==> config.mk <==
export PLATFORM = sky130hd
export DESIGN_NAME = cmos_rgb565_capture
export DESIGN_NICKNAME = d
export VERILOG_FILES = /design/src/rtl/cmos_rgb565_capture.sv
export SDC_FILE = /design/constraint.sdc
export NUM_CORES = 1
export LEC_CHECK = 0
export ABC_AREA = 1
export CAP_MARGIN = 40
export CORE_AREA = 2 2 86 88
export CTS_CLUSTER_SIZE = 16
export DETAILED_ROUTE_END_ITERATION = 8
export DIE_AREA = 0 0 88 90
export PLACE_DENSITY = 0.77
export REMOVE_ABC_BUFFERS = 1
export SYNTH_ARGS = -nofsm -noshare
export SYNTH_HDL_FRONTEND = slang
export SYNTH_SLANG_ARGS = --single-unit
export TNS_END_PERCENT = 20
==> constraint.sdc <==
create_clock -name clk -period 1.8 [get_ports clk]
set_input_delay 0.45 -clock clk [delete_from_list [all_inputs] [get_ports clk]]
set_output_delay 0.45 -clock clk [all_outputs]
set_load 0.02 [all_outputs]
==> src/rtl/cmos_rgb565_capture.sv <==
// DVP camera capture: skips start-up frames, pairs bytes into RGB565 words and
// writes them, cropped to H_ACTIVE x V_ACTIVE, into the frame-buffer write FIFO.
module cmos_rgb565_capture #(
  parameter int FRAME_SKIP = 10,
  parameter int H_ACTIVE   = 1024,
  parameter int V_ACTIVE   = 720
) (
  input  logic        clk,
  input  logic        rst_n,
  input  logic        init_done,
  input  logic        cmos_vsync,
  input  logic        cmos_href,
  input  logic [7:0]  cmos_data,
  output logic        frame_valid,
  output logic        sys_we,
  output logic [15:0] sys_data_in,
  output logic        frame_done,
  output logic [7:0]  frame_cnt,
  output logic        line_err
);

  typedef enum logic [1:0] {IDLE, SKIP, WAIT_SOF, ACTIVE} state_t;

  localparam logic [11:0] H_LIM = 12'(H_ACTIVE);
  localparam logic [11:0] V_LIM = 12'(V_ACTIVE);
  localparam int SKIP_W = (FRAME_SKIP > 1) ? $clog2(FRAME_SKIP) : 1;
  localparam logic [SKIP_W-1:0] SKIP_LAST = SKIP_W'((FRAME_SKIP > 0) ? FRAME_SKIP - 1 : 0);

  function automatic logic [10:0] sat_inc(input logic [10:0] v);
    return (v == 11'h7FF) ? v : v + 11'd1;
  endfunction

  state_t            state;
  logic [SKIP_W-1:0] skip_cnt;
  logic              vsync_p1, href_p1;
  logic [7:0]        data_p1;
  logic              vsync_p2, href_p2, sof_p2, eof_p2;
  logic [10:0]       x, y;
  logic              phase, got_byte;
  logic [7:0]        hi;
  logic              line_end, line_bad;

  // Stage 1: pin registers; stage 2: vsync edge pulses registered once more
  always_ff @(posedge clk or negedge rst_n) begin
    if (!rst_n) begin
      vsync_p1 <= 1'b0;
      href_p1  <= 1'b0;
      vsync_p2 <= 1'b0;
      href_p2  <= 1'b0;
      sof_p2   <= 1'b0;
      eof_p2   <= 1'b0;
    end else begin
      vsync_p1 <= cmos_vsync;
      href_p1  <= cmos_href;
      vsync_p2 <= vsync_p1;
      href_p2  <= href_p1;
      sof_p2   <= vsync_p2 & ~vsync_p1;
      eof_p2   <= ~vsync_p2 & vsync_p1;
    end
  end

  always_ff @(posedge clk) begin
    data_p1 <= cmos_data;
  end

  assign line_end = href_p2 & ~href_p1;
  assign line_bad = phase | (({1'b0, y} < V_LIM) && ({1'b0, x} < H_LIM));

  // Capture FSM, byte pairing and crop; all outputs registered here
  always_ff @(posedge clk or negedge rst_n) begin
    if (!rst_n) begin
      state       <= IDLE;
      skip_cnt    <= '0;
      frame_valid <= 1'b0;
      sys_we      <= 1'b0;
      sys_data_in <= '0;
      frame_done  <= 1'b0;
      frame_cnt   <= '0;
      line_err    <= 1'b0;
      x           <= '0;
      y           <= '0;
      phase       <= 1'b0;
      got_byte    <= 1'b0;
      hi          <= '0;
    end else begin
      sys_we     <= 1'b0;
      frame_done <= 1'b0;
      if (!init_done) begin
        state       <= IDLE;
        frame_valid <= 1'b0;
        phase       <= 1'b0;
        got_byte    <= 1'b0;
      end else begin
        case (state)
          IDLE: begin
            skip_cnt <= '0;
            state    <= (FRAME_SKIP == 0) ? WAIT_SOF : SKIP;
          end
          SKIP: begin
            if (eof_p2) begin
              if (skip_cnt == SKIP_LAST) state <= WAIT_SOF;
              else                       skip_cnt <= skip_cnt + SKIP_W'(1);
            end
          end
          WAIT_SOF: begin
            if (sof_p2) begin
              state       <= ACTIVE;
              frame_valid <= 1'b1;
              x           <= '0;
              y           <= '0;
              phase       <= 1'b0;
              got_byte    <= 1'b0;
            end
          end
          ACTIVE: begin
            if (eof_p2) begin
              frame_done <= 1'b1;
              frame_cnt  <= frame_cnt + 8'd1;
            end
            // A new frame closes any line still open, then restarts geometry
            if (sof_p2) begin
              if (got_byte && line_bad) line_err <= 1'b1;
              x        <= '0;
              y        <= '0;
              phase    <= 1'b0;
              got_byte <= 1'b0;
            end else if (href_p1) begin
              got_byte <= 1'b1;
              phase    <= ~phase;
              if (!phase) begin
                hi <= data_p1;
              end else begin
                x <= sat_inc(x);
                if (({1'b0, x} < H_LIM) && ({1'b0, y} < V_LIM)) begin
                  sys_we      <= 1'b1;
                  sys_data_in <= {hi, data_p1};
                end
              end
            end else if (line_end) begin
              if (got_byte) begin
                if (line_bad) line_err <= 1'b1;
                y <= sat_inc(y);
              end
              x        <= '0;
              phase    <= 1'b0;
              got_byte <= 1'b0;
            end
          end
          default: state <= IDLE;
        endcase
      end
    end
  end

endmodule

# Word-level counts from Yosys, hierarchy flattened

Cells that the tools add are included.

$add $sub $neg: 4
Reduce and logical (&&, ||, !) cells: 18
Bitwise gates (word level): 9
Shift operators: 0
Multiplexer cells: 49
Order comparisons: 2
Divide/modulo/power cells: 0
Eq/ne operators: 26
Multipliers: 0

Operator list:

| kind                    | count |
|---|---|
| $mux W11                | 11 |
| $pmux W11 S2            | 2 |
| $mux W1                 | 26 |
| $add A11 B1 Y11 const B | 2 |
| $eq A11 B11 Y1 const B  | 2 |
| $ne A3 B3 Y1 const B    | 7 |
| $reduce_and A7 Y1       | 2 |
| $ne A4 B4 Y1 const B    | 3 |
| $reduce_and A6 Y1       | 2 |
| $lt A11 B10 Y1 const B  | 1 |
| $lt A11 B11 Y1 const B  | 1 |
| $reduce_bool A2 Y1      | 5 |
| $add A8 B1 Y8 const B   | 1 |
| $mux W2                 | 4 |
| $mux W4                 | 2 |
| $ne A2 B1 Y1 const B    | 4 |
| $pmux W4 S2             | 1 |
| $reduce_and A4 Y1       | 2 |
| $ne A2 B2 Y1 const B    | 3 |
| $pmux W2 S3             | 1 |
| $reduce_and A3 Y1       | 2 |
| $ne A5 B5 Y1 const B    | 1 |
| $not A1 Y1              | 5 |
| $reduce_and A5 Y1       | 1 |
| other kinds (12)        | 17 |

Bits in latches: 0
ROM bits: 0
Memories kept: 0
RAM bits: 0
Flip-flop bits (word level): 80
Word-level logic and storage cells: 128

# Logic depth before layout (Yosys ltp)

Gate-level depths: netlist of run 1.

Word-level depth: 8
Gate-level depth with buffers: 11
Depth with buffers taken out: 11

# Least setup slack after synthesis of run 1

No wires, ideal clock.

Path kind: reg2reg
From: reg state[0]
To: reg y[8]
Cell stages (with the launch flop): 10
Clock period less this slack: 1.492 ns
Arrival time: 1.366 ns
Path buffers: 2
Slack: 0.308 ns
Cell sequence: dfrtp_1 ha_1 buf_4 nand3_2 inv_1 nor2_4 nand2_4 buf_6 nand2_1 o21ai_0

Longest elaborated chain between the ends: 3

RTL lines:

| element                                              | RTL line | RTL |
|---|---|---|
| start: declaration                                   | 33       | `state_t state;` |
| start signal: assignment                             | 97       | `state <= (FRAME_SKIP == 0) ? WAIT_SOF : SKIP;` |
| $eq A2 B2 Y1                                         | 94       | `case (state)` |
| $ne A3 B3 Y1 (no line), or another cell as far along | n/a      |  |
| $reduce_and A7 Y1 (no line)                          | n/a      |  |
| end signal: assignment                               | 142      | `y <= sat_inc(y);` |
| end: declaration                                     | 38       | `logic [10:0] x, y;` |

Parallel ways exist; a longest one is shown, timed or not.
A chain may end at the register's enable or synchronous reset.

# Worst setup path after layout of run 1

From: reg frame_done
To: out frame_done

RTL lines:

| element                  | RTL line | RTL |
|---|---|---|
| start: declaration       | 17       | `output logic frame_done,` |
| start signal: assignment | 77       | `frame_done <= 1'b0;` |
| start signal: assignment | 87       | `frame_done <= 1'b0;` |
| start signal: assignment | 117      | `frame_done <= 1'b1;` |

No word-level cell between the ends.

==> flow_results.org, run 1 <==
** Run status
- Run status :: finished, final reports clean

** Global routing
- Wire length of the first global-routing pass :: 13600 um
- Number of global-route vias before repair :: 3000
- For this run, the total global-route usage over all layers was measured as 0.213.
- After global routing the overflow that remains totals 0.
- Maximum number of pins on one net before global-route repair :: 73
- Antenna violations before repair :: 0

** Clock network
- Counting the buffers created by CTS gives 9.
- Clk root buf :: sky130_fd_sc_hd__clkbuf_8
- For the worst-skew pair, the clock arrives at the later sink with an insertion delay of 0.36 ns.
- The longest clock path from root to sink contains 2 buffers.
- Clock H-tree levels :: 3
- The tree built by TritonCTS fans out to 80 sinks.
- CTS tree :: built
- Clock-pin slew of the registers on the worst-case setup and hold paths :: 0.09 ns

** Synth
- Avg Cell Area, Syn :: 8.27 sq um
- Yosys mapped a number of flops with a built-in enable equal to 0.
- Count of state elements after synthesis :: 80
- Warnings, synthesis :: 0
- Post-synthesis sequential area ratio :: 0.520
- Total standard cell area after synthesis :: 3770 sq um
- Most frequently used flop master after synthesis :: sky130_fd_sc_hd__dfrtp_1
- Distinct cell type count after synthesis :: 32
- For this run, asynchronously set or reset flops after synthesis account for 0.900.
- Gate Count Post-Synth :: 456

** Timing
- Setup repair after global routing left no endpoint under its margin.
- Final setup viols :: 0
- Share of the clock period used by the worst path after layout :: 0.960
- The worst path in the final design needs a cycle of 1.73 ns, including I/O delays and setup.
- Fin. Hold Viols :: 0
- Final Max Slew Viols :: 0
- In this run the tightest slew margin relative to its limit is 0.725.
- Based on the critical path, the design can be clocked at up to 0.578 GHz.
- Across the routed clock network, the largest skew measured is 0.0150 ns.
- Pin slew with the least headroom to its limit :: 0.412 ns

** Worst setup path
- Worst reg-to-reg setup slack :: 0.12 ns
- Reg-to-reg critical path startpoint :: state[0]
- Cell breakdown of the critical path :: clkdlybuf4s50_1
- Counting both buffers and inverters, the worst setup path holds a total of 1.
- Largest stage delay, worst path :: 0.59 ns
- Of all nets on the critical path, the largest fanout is 1.
- Crit Reg-Reg Endpoint :: x[4]
- Crit Path Category :: flop to primary output
- Counting cells, the worst reg-to-reg path comes to 10.
- The slowest stage of the critical path belongs to the cell sky130_fd_sc_hd__clkdlybuf4s50_1.
- Startpoint type of the worst setup path :: flop
- Data on the critical path arrives at its endpoint at 1.28 ns.
- For the worst setup path, the data required time is 1.35 ns.
- Kind of end point of the critical path :: primary output
- On the critical path the largest part of the delay comes from buffers and inverters.

** Run
- The tool flagged a number of max-cap violations equal to 0.

** Power and ir drop
- Overall power consumption after layout is estimated at 4.47 mW.
- Of the total power, registers draw 0.500.
- Clock network fraction of design power :: 0.292
- Internal power comes to 2.95 mW.
- In this run the static leakage power is 2.44 nW.
- In this run the power density over the cells is 967 nW/um^2.
- IR analysis of the VDD net gives a maximum drop of 0.723 mV.
- For this design the total switching power over the nets is 1.51 mW.
- Switching share of power :: 0.339
- The share of total power dissipated in combinational logic is 0.208.

** Cells and area
- Fill cell total of the finished layout :: 573
- Multi-input combinational cell area :: 1560 sq um
- Most frequent cells in the layout :: sky130_fd_sc_hd__nand2_1 (133), sky130_fd_sc_hd__dfrtp_1 (72), sky130_fd_sc_hd__inv_1 (50)
- Post-layout utilization of the core :: 0.658
- Share of final-layout standard cells stronger than drive strength 1 :: 0.120
- Across the whole layout, storage elements account for 1960 sq um.
- The repair_antennas step left the layout with diodes totalling 0.
- Summing all non-filler instances in the final layout gives an area of 4620 sq um.
- Most common cell after layout, fill and taps aside :: sky130_fd_sc_hd__nand2_1
- In the final design database the tool counted 540 nets.
- Area grow syn2layout :: 22.5%

** Floorplan
- Area of the core :: 7020 sq um
- X dimension of the die :: 88 um
- IO Count :: 41
- The die is 90 um tall.
- The initial utilization of the core area, before any placement, comes to 0.537.
- The initialized floorplan defines 31 standard-cell rows.
- Total die area :: 7920 sq um

** Detailed routing
- Vias after detailed routing :: 3087
- Number of DRC markers in iteration 0 :: 138
- Antenna-violating nets left :: 0
- DR vias/cell :: 4.96
- Detailed-router iteration count before antenna repair :: 4
- Average wire per cell in the routed design :: 12.1 um
- DRC violation count after routing :: 0
- Wires add up to 7510 um.

** Place
- The congestion estimate from routability-driven global placement came to 0.831.
- # port buffers :: 40
- Placed instance area :: 4400 sq um
- Dpl hpwl :: 5320 um

** Min path
- Worst min-delay path class :: input port to async pin
per-layer routing:
| metal | global-route usage | up-vias | share of wire |
|---|---|---|---|
| li1 | - | 1575 | - |
| met1 | 0.284 | 1445 | 0.47 |
| met2 | 0.344 | 55 | 0.48 |
| met3 | 0.0496 | 12 | 0.036 |
| met4 | 0.0667 | 0 | 0.016 |
| met5 | 0 | - | 0 |
worst max path at each step:
| stage | depth (start not counted) | slack, ns | end | start |
|---|---|---|---|---|
| floorplan | 7 | -0.04 | sys_data_in[10] | state[0] |
| global placement | 7 | -0.1 | sys_data_in[2] | init_done |
| detailed placement | 7 | -0.12 | frame_cnt[6] | init_done |
| CTS | 1 | 0.0004 | sys_data_in[0] | sys_data_in[0] |
| global route | 10 | 0.005 | x[7] | state[0] |
| finish | 1 | 0.07 | frame_done | frame_done |
sequential cells by signal (all words and copies together), names as in the netlist:
register	count
state	2
sys_data_in	16
eof_p2	1
phase	1
line_err	1
vsync_p2	1
frame_valid	1
skip_cnt	4
frame_cnt	8
hi	8
x	11
href_p2	1
href_p1	1
got_byte	1
y	11
frame_done	1
vsync_p1	1
data_p1	8
sof_p2	1
sys_we	1
power groups by stage:
stage	clock [mW]	combinational, mW	sequential (mW)
2_1_floorplan	0	0.554	2.26
3_3_place_gp	0	0.884	2.26
3_5_place_dp	0	0.922	2.27
4_1_cts	1.33	0.910	2.23
5_1_grt	1.41	1.06	2.28
6_report	1.30	0.928	2.24
cell type report:
type | count | area share
clock inverters | 7 | 0.0157
well taps | 99 | 0.0268
clock buffers | 9 | 0.0268
flip-flops and latches | 80 | 0.425
inverters | 56 | 0.0460
multi-input cells | 311 | 0.337
repair buffers | 60 | 0.123
through the flow:
| stage | instances | setup slack [ns] | TNS, ns | hold WS, ns |
|---|---|---|---|---|
| 2_1_floorplan | 447 | -0.0363 | -0.290 | 0.154 |
| 3_3_place_gp | 605 | -0.0952 | -2.41 | 0.385 |
| 3_5_place_dp | 605 | -0.125 | -2.90 | 0.395 |
| 6_report | 622 | 0.0714 | 0 | 0.0850 |
| 4_1_cts | 621 | 0.000354 | 0 | 0.111 |
| 5_1_grt | 622 | 0.00472 | 0 | 0.127 |
cell families (layout without fill, tap and decap cells):
kind of cell    count (synthesis)  after routing  share of synthesized area
xor+xnor                       11             11                     0.0255
fa+ha+maj                       9              9                     0.0299
simple gates                  240            240                      0.280
buf+inv                        65            132                     0.0710
compound gates                 51             51                     0.0733
flops                          80             80                      0.520
cells in the mapped netlist (all sizes together), types with 3 or more instances:
library cell / instances / area, sq um
nand4: 10 / 62.6
ha: 9 / 113
a21oi: 8 / 47.6
xor2: 8 / 70.1
nor2: 43 / 186
nor3: 4 / 25.0
dfxtp: 8 / 160
xnor2: 3 / 26.3
buf: 8 / 51.3
nand3: 44 / 235
inv: 56 / 213
dfrtp: 72 / 1800
nand2: 138 / 541
o21ai: 39 / 199
what timing repair did:
item	CTS	global route
endpoints found under the setup margin	19	41
hold buffers	0	0
buffers inserted	0	1
gates cloned	0	0
gates resized for setup	19	12
Power figures use the tool's default switching activity.
==> inputs of run 2 (changes only) <==
- clock period: 1.8 -> 1.7 ns (I/O delays scaled with it)
==> run 2 against run 1 <==
Sequential share of layout area is 0.63 points lower. Core utilization is 1.0 points higher. Flip-flop and latch count unchanged. Combinational power up 11%. Die area unchanged. Highest routed layer unchanged.
==> flow_results.org, run 2 (synthesized netlist as in run 1, its figures left out) <==
** Place
- Placed instance area :: 4450 sq um (+0.97%)
- The placer congestion estimate is 0.884 (+6.4%).
- # port buffers :: 40 (unchanged)
- Dpl ws :: -0.224 ns (-0.0998 ns)
- Dpl hpwl :: 5480 um (+3.0%)

** Cells and area
- Final nets :: 544 (+0.74%)
- Leaving out fill and tap cells, the most frequent cell in the layout is sky130_fd_sc_hd__nand2_1.
- The layout cell share with drive strength beyond 1 was 0.142 (+0.0219).
- Most flop-heavy register :: sys_data_in
- The largest registers in the layout are sys_data_in x16, x x11, y x11.
- The number of flip-flops in the largest register is 16 (unchanged).
- Post-layout utilization of the core :: 0.669 (+0.0103)
- The final design instance area without fill came to 4690 sq um (+1.6%).
- In the layout the commonest cells are sky130_fd_sc_hd__nand2_1 (131), sky130_fd_sc_hd__dfrtp_1 (71), sky130_fd_sc_hd__inv_1 (48).
- The area growth from synthesis to layout is 24.5%.
- Count of antenna diodes in the layout :: 0 (unchanged)

** Detailed routing
- The residual antenna-violating net count after detailed routing is 0 (unchanged).
- The vias per cell is 4.98 (+0.26%).
- Routed wire length :: 7540 um (+0.39%)
- The via total after detailed routing was 3115 (+0.91%).
- Number of DRC markers in iteration 0 :: 151 (+9.4%)
- Detailed-router iteration count before antenna repair :: 4 (unchanged)
- The post-route DRC violation count is 0 (unchanged).
- Average wire per cell in the routed design :: 12.0 um (-0.26%)

** Worst setup path
- Crit path DAT :: 1.82 ns (+0.54 ns)
- The data required time of the worst path was 1.94 ns (+0.59 ns).
- Kind of end point of the critical path :: flop
- Worst reg-to-reg setup slack :: 0.15 ns (+0.03 ns)
- Startpoint type of the worst setup path :: input port
- The setup path with the least slack is of type input port to flop.
- Worst Path Max Fanout :: 9 (+8)

** Floorplan
- Initial core utilization :: 0.537 (unchanged)
- The row count was 31 (unchanged).
- The die outline height came to 90 um (unchanged).
- Total die area :: 7920 sq um (unchanged)
- IO Count :: 41 (unchanged)
- X dimension of the die :: 88 um (unchanged)
- Area of the core :: 7020 sq um (unchanged)

** Clock network
- Total CTS buffers :: 9 (unchanged)
- # hold bufs at CTS :: 0 (unchanged)
- CTS tree :: built
- Clock latency on the worst-skew pair :: 0.35 ns (about the same)
- CTS Sinks :: 80 (unchanged)
- Clk root buf :: sky130_fd_sc_hd__clkbuf_8
- Clock H-tree levels :: 3 (unchanged)
- Buffers from clock root to sink, at most :: 2 (unchanged)
- Clock-pin slew of the registers on the worst-case setup and hold paths :: 0.09 ns (about the same)

** Global routing
- Antenna violations before repair :: 0 (unchanged)
- Remaining Overflow, GRT :: 0 (unchanged)
- The wire length of the first global-routing pass came to 13500 um (-0.41%).
- Global routing usage summed across all routing layers :: 0.214 (+0.000655)
- The number of global-route vias before repair was 3014 (+0.47%).
- The largest net degree at the start of global routing came to 26 (-64%).

** Run status
- The flow ran to the end, and the final reports show no timing, DRC or antenna violations.

** Timing
- After layout, the minimum clock period comes to 1.58 ns.
- The relative max-transition margin came to 0.680 (-0.0452).
- Max Fclk :: 0.635 GHz
- The clock skew after layout came to 0.0138 ns (-0.00121 ns).
- Final hold slack :: 0.0234 ns (-0.0616 ns)
- Share of the clock period used by the worst path after layout :: 0.927
- Summed negative setup slack over all endpoints :: 0 ns (unchanged)
- Final setup viols :: 0 (unchanged)
- The actual transition at the worst max-transition pin is 0.480 ns (+0.0679 ns).
- Worst-case setup margin in the final layout :: 0.124 ns (+0.0530 ns)
- Final Max Slew Viols :: 0 (unchanged)
- The hold violation count in the final report came to 0 (unchanged).

** Min path
- The tightest min-delay check is of the input port to async pin type.

** Power and ir drop
- Worst ir drop on vdd :: 0.852 mV (+18%)
- The leakage power of the design came to 2.37 nW (-2.7%).
- Pwr dens :: 1070 nW/um^2 (+11%)

** Run
- Max Cap Viol :: 0 (unchanged)
run 2: what timing repair did:
action / 4_1_cts / 5_1_grt
buffers inserted: 0 / 1
pin swaps: 0 / 2
endpoints found under the setup margin: 41 / 22
cloned: 0 / 0
resized for setup: 29 / 12
run 2: power by group:
part / internal, mW / switching (mW)
Sequential: 2.15 / 0.227
Combinational: 0.439 / 0.590
Clock: 0.858 / 0.756
run 2: critical path, cell delays in order:
cell and delay (ns):
sky130_fd_sc_hd__clkdlybuf4s50_1 0.58, sky130_fd_sc_hd__nand2_2 0.13, sky130_fd_sc_hd__o21ai_2 0.15, sky130_fd_sc_hd__nand2_1 0.08, sky130_fd_sc_hd__inv_2 0.09, sky130_fd_sc_hd__nand2_4 0.10, sky130_fd_sc_hd__buf_4 0.15, sky130_fd_sc_hd__nand2_1 0.05
sky130_fd_sc_hd__nand2_1 0.06
run 2: layout make-up:
class	instances	area (sq um)
Clock inverter	7	108
Inverter	56	213
Multi-Input combinational cell	311	1580
Sequential cell	80	1960
Tap cell	99	124
Clock buffer	9	124
Timing Repair Buffer	64	578
Fill cell	578	2330
run 2: final timing paths:
path                            startpoint        to  cells after the start
worst min-delay path                 rst_n      y[5]                      1
min in group clk                  vsync_p1  vsync_p2                      0
worst min register to register    vsync_p1  vsync_p2                      0
max in group asynchronous            rst_n    eof_p2                      2
worst max-delay path             init_done      x[5]                      9
worst max register to register    state[0]      y[9]                     11
run 2: per-stage QoR:
stage | cells | power, mW
after floorplan | 447 | 2.98
after global placement | 609 | 3.37
after detailed placement | 609 | 3.41
after CTS | 625 | 5.01
after global routing | 626 | 5.35
final | 626 | 5.02
run 2: layer usage:
layer	wire length [um]	up-vias	GRT usage
met5	0	-	0
met4	70	0	0.0718
met3	250	7	0.0523
met2	3630	65	0.332
met1	3590	1453	0.294
li1	-	1590	-
